==> config.mk <==
export PLATFORM = sky130hd
export DESIGN_NAME = sha_solution_reader
export DESIGN_NICKNAME = d
export VERILOG_FILES = /design/src/rtl/sha_miner_pkg.sv /design/src/rtl/sha_solution_reader_fifo.sv /design/src/rtl/sha_solution_reader.sv
export SDC_FILE = /design/constraint.sdc
export NUM_CORES = 1
export LEC_CHECK = 0
export CORE_MARGIN = 2
export CORE_UTILIZATION = 30
export CTS_CLUSTER_SIZE = 40
export DETAILED_ROUTE_END_ITERATION = 6
export GPL_TIMING_DRIVEN = 0
export SLEW_MARGIN = 10
export SYNTH_ARGS = -nofsm -noshare
export SYNTH_HDL_FRONTEND = slang
export SYNTH_SLANG_ARGS = --single-unit
==> constraint.sdc <==
create_clock -name CLK -period 14.2 [get_ports CLK]
set_input_delay 3.55 -clock CLK [delete_from_list [all_inputs] [get_ports CLK]]
set_output_delay 3.55 -clock CLK [all_outputs]
set_load 0.005 [all_outputs]
==> src/rtl/sha_miner_pkg.sv <==
// sha_miner_pkg: shared solution-record types, stream word count and word selector
// Items: SOLN_WORDS (words per record), word_idx_t, soln_rec_t, rd_state_t, LAST_IDX, rec_word()
package sha_miner_pkg;
  localparam int SOLN_WORDS = 10;
  typedef logic [3:0] word_idx_t;
  typedef struct packed {
    logic [31:0]  time_word;
    logic [31:0]  nonce;
    logic [255:0] result;
  } soln_rec_t;
  typedef enum logic {IDLE, SEND} rd_state_t;
  localparam word_idx_t LAST_IDX = word_idx_t'(SOLN_WORDS - 1);
  // The packed record already lies in stream order from its MSB down, so
  // word k is the top 32 bits after shifting k words out.
  function automatic logic [31:0] rec_word(soln_rec_t rec, word_idx_t idx);
    logic [319:0] s;
    s = rec;
    s = s << (32 * idx);
    return s[319:288];
  endfunction
endpackage

==> src/rtl/sha_solution_reader_fifo.sv <==
// soln_fifo: DEPTH-entry solution-record FIFO with synchronous active-high reset
// Ports: clk, rst; push/wdata write (ignored when full unless popping); pop/rdata read head;
//        full, empty, count (records held)
module soln_fifo
  import sha_miner_pkg::*;
#(
  parameter int DEPTH = 4
) (
  input  logic                     clk,
  input  logic                     rst,
  input  logic                     push,
  input  logic                     pop,
  input  soln_rec_t                wdata,
  output soln_rec_t                rdata,
  output logic                     full,
  output logic                     empty,
  output logic [$clog2(DEPTH):0]   count
);
  localparam int AW = $clog2(DEPTH);
  soln_rec_t mem [DEPTH];
  logic [AW-1:0] wp, rp;
  logic wr, rd;
  assign full  = count == (AW+1)'(DEPTH);
  assign empty = count == '0;
  // A full FIFO still takes a write when the head leaves on the same edge.
  assign wr    = push & (~full | pop);
  assign rd    = pop & ~empty;
  assign rdata = mem[rp];
  always_ff @(posedge clk) begin
    if (wr) mem[wp] <= wdata;
  end
  always_ff @(posedge clk) begin
    if (rst) begin
      wp    <= '0;
      rp    <= '0;
      count <= '0;
    end else begin
      if (wr) wp <= wp + 1'b1;
      if (rd) rp <= rp + 1'b1;
      count <= count + (AW+1)'(wr) - (AW+1)'(rd);
    end
  end
endmodule

==> src/rtl/sha_solution_reader.sv <==
// sha_solution_reader: captures hasher solutions on valid_in rising edges and streams them as 10-word records
// Ports: CLK, RST (sync, active-high); valid_in/time_in/nonce_in/result_in from the hasher;
//        rd_valid/rd_ready/rd_data/rd_last word stream; fifo_count; sticky overflow;
//        drop_count (16-bit saturating) only when SOLN_DROP_CNT_EN is defined
module sha_solution_reader
  import sha_miner_pkg::*;
#(
  parameter int DEPTH = 4
) (
  input  logic                     CLK,
  input  logic                     RST,
  input  logic                     valid_in,
  input  logic [31:0]              time_in,
  input  logic [31:0]              nonce_in,
  input  logic [255:0]             result_in,
  output logic                     rd_valid,
  input  logic                     rd_ready,
  output logic [31:0]              rd_data,
  output logic                     rd_last,
  output logic [$clog2(DEPTH):0]   fifo_count,
  output logic                     overflow
`ifdef SOLN_DROP_CNT_EN
  ,
  output logic [15:0]              drop_count
`endif
);
  localparam int CW = $clog2(DEPTH) + 1;
  rd_state_t state_q, state_d;
  word_idx_t idx_q, idx_d;
  soln_rec_t head;
  logic prev_valid, rise, last, pop, full, empty, drop;
  assign rise     = valid_in & ~prev_valid;
  assign rd_valid = state_q == SEND;
  assign last     = rd_valid && idx_q == LAST_IDX;
  assign pop      = last & rd_ready;
  assign drop     = rise & full & ~pop;
  assign rd_last  = last;
  assign rd_data  = rd_valid ? rec_word(head, idx_q) : '0;
  soln_fifo #(.DEPTH(DEPTH)) u_fifo (
    .clk   (CLK),
    .rst   (RST),
    .push  (rise),
    .pop   (pop),
    .wdata ({time_in, nonce_in, result_in}),
    .rdata (head),
    .full  (full),
    .empty (empty),
    .count (fifo_count)
  );
  // Stay in SEND across a pop whenever another record remains, including one
  // pushed on the very edge the last remaining record leaves.
  always_comb begin
    state_d = state_q == IDLE ? (empty ? IDLE : SEND)
            : (pop && fifo_count == CW'(1) && !rise) ? IDLE : SEND;
    idx_d   = (rd_valid && rd_ready) ? (last ? '0 : idx_q + 1'b1) : idx_q;
  end
  always_ff @(posedge CLK) begin
    if (RST) begin
      state_q    <= IDLE;
      idx_q      <= '0;
      prev_valid <= 1'b0;
      overflow   <= 1'b0;
    end else begin
      state_q    <= state_d;
      idx_q      <= idx_d;
      prev_valid <= valid_in;
      overflow   <= overflow | drop;
    end
  end
`ifdef SOLN_DROP_CNT_EN
  always_ff @(posedge CLK) begin
    if (RST) drop_count <= '0;
    else if (drop && drop_count != 16'hFFFF) drop_count <= drop_count + 16'd1;
  end
`endif
endmodule

* Yosys cells after proc, flatten, opt, wreduce, memory -nomap -nowiden
Memories as Yosys holds them, arrays and structs flattened. A register that Yosys moved wholly into a read port is not among the register bits.
Index checks and enable logic that the tools add are counted.
** Cells by class
- Add/sub/neg operators :: 5
- Equality and inequality tests :: 3
- Shifts and indexed selects :: 1
- Multiplexer cells :: 9
- Bitwise logic cells :: 12
- Reduce and logical (&&, ||, !) cells :: 6
** Operators by type and width (count)
- $shl A320 B9 Y320 :: 1
- $mux W32 :: 1
- $and A1 B1 Y1 :: 6
- $mux W1 :: 5
- $add A2 B1 Y2 const B :: 2
- $add A4 B1 Y4 const B :: 1
- $eq A4 B4 Y1 const B :: 1
- $logic_and A1 B1 Y1 :: 4
- $mux W2 :: 2
- $mux W4 :: 1
- $not A1 Y1 :: 4
- $add A3 B1 Y3 :: 1
- $eq A3 B1 Y1 const B :: 1
- $eq A3 B3 Y1 const B :: 1
- $logic_not A3 Y1 :: 1
- $sub A3 B1 Y3 :: 1
- $or A1 B1 Y1 :: 2
- $logic_not A1 Y1 :: 1
** Word-level totals
- Bits in registers :: 14
- Bits in writable memories :: 1280
- Input bits :: 324
- Output and inout port bits :: 38
- Logic and storage cells :: 44
- Memories :: 1
** Memory list
- u_fifo.mem :: depth 4, bits a word 320, rd ports 1, clocked after Yosys merged registers in 1, wr ports 1, RTL line sha_solution_reader_fifo.sv:20 : soln_rec_t mem [DEPTH];

* Depth between registers and ports, before layout
Gate-level depths: netlist of the first run.
- Word-level depth :: 7
- Gate-level depth with buffers :: 14
- Gate-level depth less buffers :: 12

* Cells and area by module
Synthesis of the first run repeated with hierarchy kept, for this count alone.
** Second synthesis, totals
- Cell total of the unflattened synthesis :: 2065
- Area total of the unflattened synthesis :: 50327.0 um^2
** By module, submodules not included
- soln_fifo :: instances 1, cells an instance 1723, area an instance 46986.3 um^2, seq. area each 38617.0 um^2
- sha_solution_reader :: instances 1, cells an instance 342, area an instance 3340.7 um^2, seq. area each 140.1 um^2

* Least setup slack after synthesis of the first run
OpenSTA, ideal clock, no wires.
- Path kind :: input-to-reg
- Start :: input rd_ready
- End :: memory u_fifo.mem[0][0] (netlist bit), enable pin
- Setup time :: 0.726 ns
- Data arrival time :: 11.557 ns
- Required time :: 13.474 ns
- Setup slack :: 1.918 ns
- Stages on the path :: 4
- Buffers on the path :: 1
- Cell sequence :: nand2_1 > clkbuf_1 > o211ai_1 > and3_1
** Between the ends
- Longest elaborated chain between the ends :: 5
** Ends and longest elaborated chain
- start, declared :: RTL line sha_solution_reader.sv:17 : input logic rd_ready,
- $and A1 B1 Y1 :: RTL line sha_solution_reader.sv:35 : assign pop = last & rd_ready;
- $or A1 B1 Y1 :: RTL line sha_solution_reader_fifo.sv:26 : assign wr = push & (~full | pop);
- $and A1 B1 Y1 :: RTL line sha_solution_reader_fifo.sv:26
- $mux W1 :: RTL line sha_solution_reader_fifo.sv:30 : if (wr) mem[wp] <= wdata;
- $mux W1 (not written as such) :: RTL line sha_solution_reader_fifo.sv:30
- end, declared :: RTL line sha_solution_reader_fifo.sv:20
No other way between the ends.

* Worst setup path after layout of the first run
- Start :: register idx_q[1]
- End :: output rd_data[17]
** Between the ends
- Longest elaborated chain between the ends :: 2
** Ends and longest elaborated chain
- start, declared :: RTL line sha_solution_reader.sv:29 : word_idx_t idx_q, idx_d;
- start signal, assigned :: RTL line sha_solution_reader.sv:65 : idx_q <= idx_d;
- $shl A320 B9 Y320 :: RTL line sha_miner_pkg.sv:18 : s = s << (32 * idx);
- $mux W32 :: RTL line sha_solution_reader.sv:38 : assign rd_data = rd_valid ? rec_word(head, idx_q) : '0;
- end, declared :: RTL line sha_solution_reader.sv:18 : output logic [31:0] rd_data,
No other way between the ends.

==> impl_summary.log, run 1 <==
INFO  metric drc = 0
INFO  metric setup.reg_to_reg.worst_slack = 8.42 ns
INFO  metric clock_tree.root_cell = clkbuf_16
INFO  metric synth_seq_area_share = 78.33%
INFO  metric postSynth.topFlopCell = edfxtp_1
INFO  metric dpl.hpwl = 96,540 µm
INFO  metric postSynthAreaPerCell = 23.07 µm²
INFO  metric synth_common_cells = edfxtp_1, mux4_2, mux2i_1
INFO  metric synth_edf_count = 1,280
INFO  metric fraction_of_final_layout_cells_with_drive_strength_greater_than_1 = 21.68%
INFO  metric finalHoldWorstSlack = 0.5066 ns
INFO  metric grt_remaining_overflow = 0
INFO  metric final_design_area_excluding_fillers = 61,230 µm²
INFO  metric finalNonFillerCells = 4,998
INFO  metric grt_pass1_wl = 194,500 µm
INFO  metric row_count = 149
INFO  metric start_util = 30.09%
INFO  metric synth_seq_cells = 1,296
INFO  metric worstSkewPairLatency = 0.78 ns
INFO  metric sequential_cell_area = 38,760 µm²
INFO  metric post_layout_minimum_cycle_time = 9.330 ns
INFO  metric startpoint = idx_q[1]
INFO  metric bufs_on_longest_clock_path = 3
INFO  metric numCtsBuffers = 142
INFO  metric synth_top_cell_by_area = edfxtp_1
INFO  metric detail-route-antenna-nets = 0
INFO  metric run_status = complete, no violations
INFO  metric crit_path_cell_trace = clkbuf_1 -> inv_2 -> buf_1 -> nand4_1 -> clkbuf_1 -> o32ai_1 -> clkdlybuf4s50_1
INFO  metric yosysUniqueCellTypes = 40
INFO  metric synth_warnings = 0
INFO  metric placeableCoreArea = 164,400 µm²
INFO  metric holdPathStages = 2
INFO  metric synthesis.area = 49,480 µm²
INFO  metric path_class = flip-flop to output pin
INFO  metric place_inst = 4,731
INFO  metric grt_usage = 16.66%
INFO  metric multi_input_comb_area = 9995 µm²
INFO  metric met2_length = 66,710 µm
INFO  metric place.gp.congestion = 0.7580
INFO  metric first_global_vias = 24,973
INFO  metric worst_setup_path_end_kind = output pin
INFO  metric netlist.area_leader.share = 77.69%
INFO  metric route.detailed.wl_per_inst = 28.43 µm
INFO  metric drt_iter0_markers = 2,330
INFO  metric num-fill-cells = 15,009
INFO  metric final_setup_violation_count = 0
INFO  metric async_flop_share = 0%
INFO  metric wirelength_met1 = 58,040 µm
INFO  metric timing.fmax = 107.2 MHz
INFO  metric syn-instance-count = 2,145
INFO  metric per_cell_via_count_in_the_routed_design = 4.922
INFO  metric slowest_delay = 0.96 ns
INFO  metric drt-total-wl = 142,100 µm
INFO  metric drtPass1Iterations = 6
INFO  metric top_layer_used = met5
INFO  metric overall_die_height = 410.1 µm
INFO  metric p_per_area = 140.2 nW/µm²
INFO  metric critPathMaxFanout = 10
INFO  metric critical_path.startpoint_type = flip-flop
INFO  metric cts.sinks = 1,296
INFO  metric clkSlewWorstSetupHoldPaths = 0.06 ns
INFO  metric synthToLayoutAreaGrowth = 23.76%
INFO  metric initial_antenna_violation_count = 71
INFO  metric post-synth-top-count-cell = edfxtp_1
INFO  metric cap_viol_max_count = 0
INFO  metric reg2reg_depth = 12
INFO  metric timing.hold.worst.start = overflow
INFO  metric synth.top_cells.by_area = edfxtp_1, mux4_2, mux2i_1, mux2_2, o221ai_1
INFO  metric critical_path_required = 10.65 ns
INFO  metric min_period_over_period = 65.70%
INFO  metric tightest_slew = 1.330 ns
INFO  metric min_path_type = flip-flop to flip-flop
INFO  metric cts_hold_buf = 0
INFO  metric regToRegStartpoint = idx_q[1]
INFO  metric design_power_total = 8.584 mW
INFO  metric clock_skew = 0.03009 ns
INFO  metric placement.cell_area = 56,680 µm²
INFO  metric arrival = 5.78 ns
INFO  metric regToRegEndpoint = u_fifo.mem[0][314]
INFO  metric synth_fp_nets = 2,478
INFO  metric num-nets-final = 3,019
INFO  metric path_common_cell = clkbuf_1
INFO  metric peakVddDrop = 0.0001129 V
INFO  metric setup_repair_after_global_routing_missed_its_margin = no
INFO  metric die-width = 410.1 µm
INFO  metric post-cts-setup-buffer-count = 0
INFO  metric route.met3.wl = 13,420 µm
INFO  metric slowest_stage = nand4_1
INFO  metric grt_start_max_net_pins = 49
INFO  metric portBuffers = 361
INFO  metric fp.dieArea = 168,200 µm²
INFO  metric dr_total_vias = 24,599
INFO  metric floorplan.io_pins = 362
INFO  metric number_of_levels_in_the_clock_h_tree = 4
INFO  metric p_leak = 18.65 nW
INFO  metric postCtsResizedCells = 0
INFO  metric tritoncts = yes
INFO  metric finalHoldViolations = 0
INFO  metric max_slew_margin = 11.30%
INFO  metric min_delay_worst_endpoint = overflow
INFO  metric timing.setup.tns = 0 ns
INFO  metric timing_max_transition_violations_final = 0
-- cell type report --
class | instances | area share [%]
Antenna cell | 14 | 0.05722
Clock buffer | 175 | 6.006
Inverter | 8 | 0.04904
Multi-Input combinational cell | 716 | 16.32
Sequential cell | 1296 | 63.30
Tap cell | 2189 | 4.473
Clock inverter | 78 | 1.369
Timing Repair Buffer | 397 | 7.258
Buffer | 125 | 1.169
-- how the worst max path moves through the flow --
stage                               endpoint  cells past startpoint  slack [ns]
after floorplan             u_fifo.mem[0][0]                      4        1.92
after global placement    u_fifo.mem[1][282]                      5       -6.05
after detailed placement         rd_data[16]                      7        5.63
after CTS                        rd_data[16]                      7        4.77
after global routing             rd_data[17]                      7        4.61
final                            rd_data[17]                      7        4.87
-- placed cells by master (no fill, tap or decap), types with 3 or more instances in the layout --
cell	count
edfxtp_1	1280
clkdlybuf4s50_1	361
mux4_2	256
mux2i_1	160
clkbuf_16	142
clkbuf_1	95
o221ai_1	63
mux2_2	62
a221oi_1	62
o32ai_1	32
clkinv_1	31
buf_16	23
buf_4	22
buf_6	21
buf_2	19
dfxtp_1	16
clkinv_2	15
diode_2	14
nor2_1	13
ha_1	8
clkinv_16	8
buf_12	8
nor3_1	7
inv_1	7
a21oi_1	7
bufinv_16	7
buf_1	5
nand3_1	5
nor2b_1	5
clkinv_4	5
and3_4	4
o21ai_0	4
inv_16	4
clkinvlp_4	4
nand2_1	3
nand3b_1	3
xnor2_1	3
inv_6	3
-- through the flow --
step | worst slack, ns | util, %
6_report | 4.870 | 37.24
3_5_place_dp | 5.633 | 34.47
2_1_floorplan | 1.918 | -
5_1_grt | 4.607 | 37.22
4_1_cts | 4.775 | 37.22
3_3_place_gp | -6.045 | 33.95
-- layer usage --
| metal | global-route usage (%) | vias up |
|---|---|---|
| met3 | 6.303 | 258 |
| met1 | 21.57 | 12971 |
| li1 | - | 10427 |
| met2 | 26.03 | 855 |
| met5 | 0 | - |
| met4 | 4.817 | 88 |
-- state kept, by name, indices dropped and copies added, names as in the netlist, named ones only --
| name | flops |
|---|---|
| prev_valid | 1 |
| u_fifo.rp | 2 |
| idx_q | 4 |
| u_fifo.wp | 2 |
| u_fifo.count | 3 |
| rd_valid | 1 |
| u_fifo.mem | 1280 |
| overflow | 1 |
-- where the power goes --
| group | switching (mW) | internal (mW) |
|---|---|---|
| logic | 0.336 | 0.263 |
| registers | 0.0376 | 4.40 |
| clock network | 1.55 | 2.00 |
-- critical path, delay by kind of cell, from the launching register on --
kind	cells	cell delay [ns]
compound gates	1	0.69
flops	1	0.31
simple gates	1	0.96
buf+inv	5	3.03
-- logic make-up after synthesis --
family	count (synthesis)	synth area share [%]
flops	1296	78.33
mux	478	16.30
compound gates	174	2.989
buf+inv	133	1.505
simple gates	51	0.5563
fa+ha+maj	9	0.2428
xor+xnor	4	0.07082
(Power assumes the default switching activity.)
==> run 2: changes to the inputs <==
Clock period 14.2 ns to 9.1 ns, I/O delays scaled along.
==> impl_summary.log, run 2 (synthesized netlist as in run 1, its figures left out) <==
INFO  metric run_status = complete, no violations
INFO  metric grt_pass1_wl = 195,100 µm
INFO  metric min_path_type = flip-flop to flip-flop
INFO  metric post-cts-setup-buffer-count = 0
INFO  metric portBuffers = 361
INFO  metric holdPathStages = 2
INFO  metric min_period_over_period = 84.56%
INFO  metric critical_path.startpoint_type = flip-flop
INFO  metric numCtsBuffers = 146
INFO  metric timing_max_transition_violations_final = 0
INFO  metric placement.cell_area = 56,650 µm²
INFO  metric synthToLayoutAreaGrowth = 24.31%
INFO  metric timing.setup.tns = 0 ns
INFO  metric worst_setup_path_end_kind = output pin
INFO  metric post_layout_minimum_cycle_time = 7.695 ns
INFO  metric overall_die_height = 410.1 µm
INFO  metric number_of_levels_in_the_clock_h_tree = 4
INFO  metric per_cell_via_count_in_the_routed_design = 4.883
INFO  metric sequential_cell_area = 38,760 µm²
INFO  metric arrival = 5.42 ns
INFO  metric p_per_area = 222.2 nW/µm²
INFO  metric dr_total_vias = 24,437
INFO  metric postCtsResizedCells = 0
INFO  metric dpl.hpwl = 95,930 µm
INFO  metric placeableCoreArea = 164,400 µm²
INFO  metric first_global_vias = 25,430
INFO  metric die-width = 410.1 µm
INFO  metric clock_skew = 0.04964 ns
INFO  metric num-fill-cells = 15,049
INFO  metric drtPass1Iterations = 5
INFO  metric timing.fmax = 130.0 MHz
INFO  metric fraction_of_final_layout_cells_with_drive_strength_greater_than_1 = 21.94%
INFO  metric clkSlewWorstSetupHoldPaths = 0.06 ns
INFO  metric row_count = 149
INFO  metric peakVddDrop = 0.0001887 V
INFO  metric largest_registers = u_fifo.mem (1280), idx_q (4), u_fifo.count (3)
INFO  metric multi_input_comb_area = 9995 µm²
INFO  metric drc = 0
INFO  metric final_setup_violation_count = 0
INFO  metric place.gp.congestion = 0.7229
INFO  metric drt-total-wl = 141,200 µm
INFO  metric bufs_on_longest_clock_path = 3
INFO  metric design_power_total = 13.67 mW
INFO  metric cts_hold_buf = 0
INFO  metric cts.sinks = 1,296
INFO  metric floorplan.io_pins = 362
INFO  metric num-nets-final = 3,021
INFO  metric initial_antenna_violation_count = 58
INFO  metric worstSkewPairLatency = 0.80 ns
INFO  metric tritoncts = yes
INFO  metric path_class = flip-flop to output pin
INFO  metric grt_remaining_overflow = 0
INFO  metric grt_usage = 16.65%
INFO  metric largest_register_ffs = 1,280
INFO  metric max_flop_register = u_fifo.mem
INFO  metric p_leak = 18.80 nW
INFO  metric tightest_slew = 1.302 ns
INFO  metric clock_tree.root_cell = clkbuf_16
INFO  metric final_design_area_excluding_fillers = 61,510 µm²
INFO  metric cap_viol_max_count = 0
INFO  metric max_slew_margin = 13.20%
INFO  metric fp.dieArea = 168,200 µm²
INFO  metric finalHoldViolations = 0
INFO  metric route.detailed.wl_per_inst = 28.23 µm
INFO  metric grt_start_max_net_pins = 51
INFO  metric detail-route-antenna-nets = 0
INFO  metric critPathMaxFanout = 10
INFO  metric drt_iter0_markers = 2,083
INFO  metric final_cell_mix = edfxtp_1, clkdlybuf4s50_1, mux4_2, mux2i_1, clkbuf_16
INFO  metric mostFrequentLayoutCell = edfxtp_1
INFO  metric reg2reg_depth = 11
INFO  metric start_util = 30.09%
INFO  metric setup_repair_after_global_routing_missed_its_margin = no
INFO  metric critical_path_required = 6.83 ns
## run 2: worst max-delay path, cell delays in order (launching register included)
cell and delay (ns):
dfxtp_1 0.31, clkbuf_1 0.30, inv_2 0.58, buf_1 0.90
nand4_1 0.79, clkbuf_1 0.56, o32ai_1 0.49, clkdlybuf4s50_1 0.63
## run 2: final timing paths
| path | start | end | slack, ns |
|---|---|---|---|
| worst max-delay path | idx_q[1] | rd_data[1] | 1.41 |
| worst min-delay path | u_fifo.rp[1] | flip-flop | 0.53 |
| worst max register to register | idx_q[1] | u_fifo.mem[1][120] | 3.56 |
| worst min register to register | u_fifo.rp[1] | flip-flop | 0.53 |
## run 2: power by group
part	switching [mW]	leakage (nW)	total [mW]	internal, mW
clock network	2.47	2.32	5.82	3.35
registers	0.0575	11.8	6.92	6.86
logic	0.524	4.66	0.930	0.407
## run 2: layout make-up
type,count,area share (%)
Buffer,125,1.164
Inverter,8,0.04882
Clock inverter,81,1.627
Tap cell,2189,4.453
Timing Repair Buffer,395,7.173
Multi-Input combinational cell,716,16.25
Antenna cell,7,0.02848
Clock buffer,187,6.241
Sequential cell,1296,63.01
## run 2: metrics by stage
stage | worst slack, ns | util, % | hold slack, ns | cells
floorplan | 1.883 | - | 0.4604 | 2145
CTS | 1.074 | 37.39 | 0.5260 | 4997
global route | 1.067 | 37.39 | 0.5520 | 4997
global placement | -2.488 | 33.96 | 0.5078 | 4695
detailed placement | 1.967 | 34.45 | 0.5122 | 4729
finish | 1.405 | 37.41 | 0.5260 | 5004
## run 2: per-layer routing
layer,GRT usage [%],wire length [µm],part of all wire (%)
met4,4.228,3008,2.1
met2,27.14,68000,48
met3,5.479,10980,7.8
met1,21.36,58810,42
met5,0,453,0.32
==> run 3: changes to the inputs <==
Clock period 9.1 ns to 6.5 ns, I/O delays scaled along.
==> impl_summary.log, run 3 (synthesized netlist as in run 1, its figures left out) <==
INFO  metric run_status = complete, no violations
INFO  metric clock_tree.root_cell = clkbuf_16
INFO  metric num-fill-cells = 15,034
INFO  metric drc = 0
INFO  metric start_util = 30.09%
INFO  metric peakVddDrop = 0.0002645 V
INFO  metric drt_iter0_markers = 2,116
INFO  metric worst_setup_path_end_kind = output pin
INFO  metric setup.reg_to_reg.worst_slack = 1.24 ns
INFO  metric cts_hold_buf = 0
INFO  metric max_flop_register = u_fifo.mem
INFO  metric clkSlewWorstSetupHoldPaths = 0.05 ns
INFO  metric tritoncts = yes
INFO  metric timing.setup.tns = 0 ns
INFO  metric numCtsBuffers = 146
INFO  metric cap_viol_max_count = 0
INFO  metric p_per_area = 310.6 nW/µm²
INFO  metric sequential_cell_area = 38,760 µm²
INFO  metric detail-route-antenna-nets = 0
INFO  metric critPathMaxFanout = 10
INFO  metric placeableCoreArea = 164,400 µm²
INFO  metric dpl.hpwl = 95,930 µm
INFO  metric timing_max_transition_violations_final = 0
INFO  metric synthToLayoutAreaGrowth = 24.57%
INFO  metric critical_path_required = 4.88 ns
INFO  metric portBuffers = 361
INFO  metric clock_skew = 0.04915 ns
INFO  metric timing.fmax = 159.1 MHz
INFO  metric overall_die_height = 410.1 µm
INFO  metric path_class = flip-flop to output pin
INFO  metric per_cell_via_count_in_the_routed_design = 4.883
INFO  metric p_leak = 18.87 nW
INFO  metric finalHoldViolations = 0
INFO  metric dr_total_vias = 24,436
INFO  metric drtPass1Iterations = 5
INFO  metric max_slew_margin = 23.23%
INFO  metric grt_start_max_net_pins = 51
INFO  metric setup_repair_after_global_routing_missed_its_margin = no
INFO  metric final_setup_violation_count = 0
INFO  metric multi_input_comb_area = 10,080 µm²
INFO  metric row_count = 149
INFO  metric min_period_over_period = 96.70%
INFO  metric tightest_slew = 1.152 ns
INFO  metric number_of_levels_in_the_clock_h_tree = 4
INFO  metric grt_remaining_overflow = 0
INFO  metric critical_path.startpoint_type = flip-flop
INFO  metric grt_usage = 16.66%
INFO  metric route.detailed.wl_per_inst = 28.21 µm
INFO  metric regToRegStartpoint = idx_q[1]
INFO  metric fp.dieArea = 168,200 µm²
INFO  metric post_layout_minimum_cycle_time = 6.286 ns
INFO  metric min_path_type = flip-flop to flip-flop
INFO  metric first_global_vias = 25,467
INFO  metric final_cell_mix = edfxtp_1, clkdlybuf4s50_1, mux4_2, mux2i_1, clkbuf_16
INFO  metric mostFrequentLayoutCell = edfxtp_1
INFO  metric largest_registers = u_fifo.mem (1280), idx_q (4), u_fifo.count (3)
INFO  metric regToRegEndpoint = u_fifo.mem[1][120]
INFO  metric reg2reg_depth = 11
INFO  metric num-nets-final = 3,022
INFO  metric finalHoldWorstSlack = 0.5264 ns
INFO  metric drt-total-wl = 141,200 µm
INFO  metric die-width = 410.1 µm
INFO  metric initial_antenna_violation_count = 54
INFO  metric worstSkewPairLatency = 0.80 ns
INFO  metric bufs_on_longest_clock_path = 3
INFO  metric place.gp.congestion = 0.7229
INFO  metric critical_path_capture_point = rd_data[0]
INFO  metric floorplan.io_pins = 362
INFO  metric fraction_of_final_layout_cells_with_drive_strength_greater_than_1 = 23.00%
INFO  metric grt_pass1_wl = 195,400 µm
INFO  metric cts.sinks = 1,296
INFO  metric largest_register_ffs = 1,280
INFO  metric arrival = 4.66 ns
[run 3: per-stage QoR]
stage	power [mW]	worst slack (ns)	instances	utilization (%)	cell area [µm²]
after floorplan	10.44	-0.06695	2145	-	49480
after global placement	11.23	-4.601	4695	33.96	55830
after detailed placement	11.20	0.01729	4729	34.45	56650
after CTS	19.40	0.01061	4998	37.47	61620
after global routing	19.79	0.006704	4998	37.47	61620
final	19.15	0.2143	5004	37.48	61630
[run 3: area by class of cell]
cell class                 instances  area share (%)
sequential                      1296           62.88
multi-input combinational        716           16.36
timing repair buffer             396           7.170
clock buffer                     187           6.228
tap                             2189           4.444
clock inverter                    81           1.624
buffer                           125           1.220
inverter                           8         0.04872
antenna                            6         0.02436
[run 3: how the worst min path moves through the flow]
stage / startpoint / endpoint / slack, ns / depth (start not counted)
after floorplan: overflow / overflow / 0.46 / 2
after global placement: u_fifo.rp[1] / u_fifo.rp[1] / 0.51 / 2
after detailed placement: u_fifo.rp[1] / flip-flop / 0.51 / 2
after CTS: u_fifo.rp[1] / flip-flop / 0.53 / 2
after global routing: u_fifo.rp[1] / flip-flop / 0.55 / 2
final: u_fifo.rp[1] / flip-flop / 0.53 / 2
[run 3: what timing repair did]
item,4_1_cts,5_1_grt
gates cloned,0,0
resized for setup,30,9
pin swaps,1,0
buffers inserted,1,0
endpoints found under the setup margin,32,4
[run 3: metal layers]
metal	track usage, %	routed length [µm]	up-vias
li1	-	-	10445
met1	21.47	58540	12902
met2	27.27	68190	779
met3	5.398	11340	242
met4	3.898	2670	68
met5	0	426	-
[run 3: power breakdown]
group / leakage (nW) / switching [mW] / internal (mW) / total (mW)
registers: 11.8 / 0.0804 / 9.61 / 9.69
logic: 4.74 / 0.739 / 0.575 / 1.31
clock network: 2.32 / 3.45 / 4.69 / 8.14
[run 3: critical path: stages (launching register included)]
cell and delay, ns:
dfxtp_1 0.30, buf_2 0.31, buf_4 0.36, buf_2 0.42, buf_2 0.49, mux4_2 0.38
mux2i_1 0.63, o32ai_1 0.40, clkdlybuf4s50_1 0.54
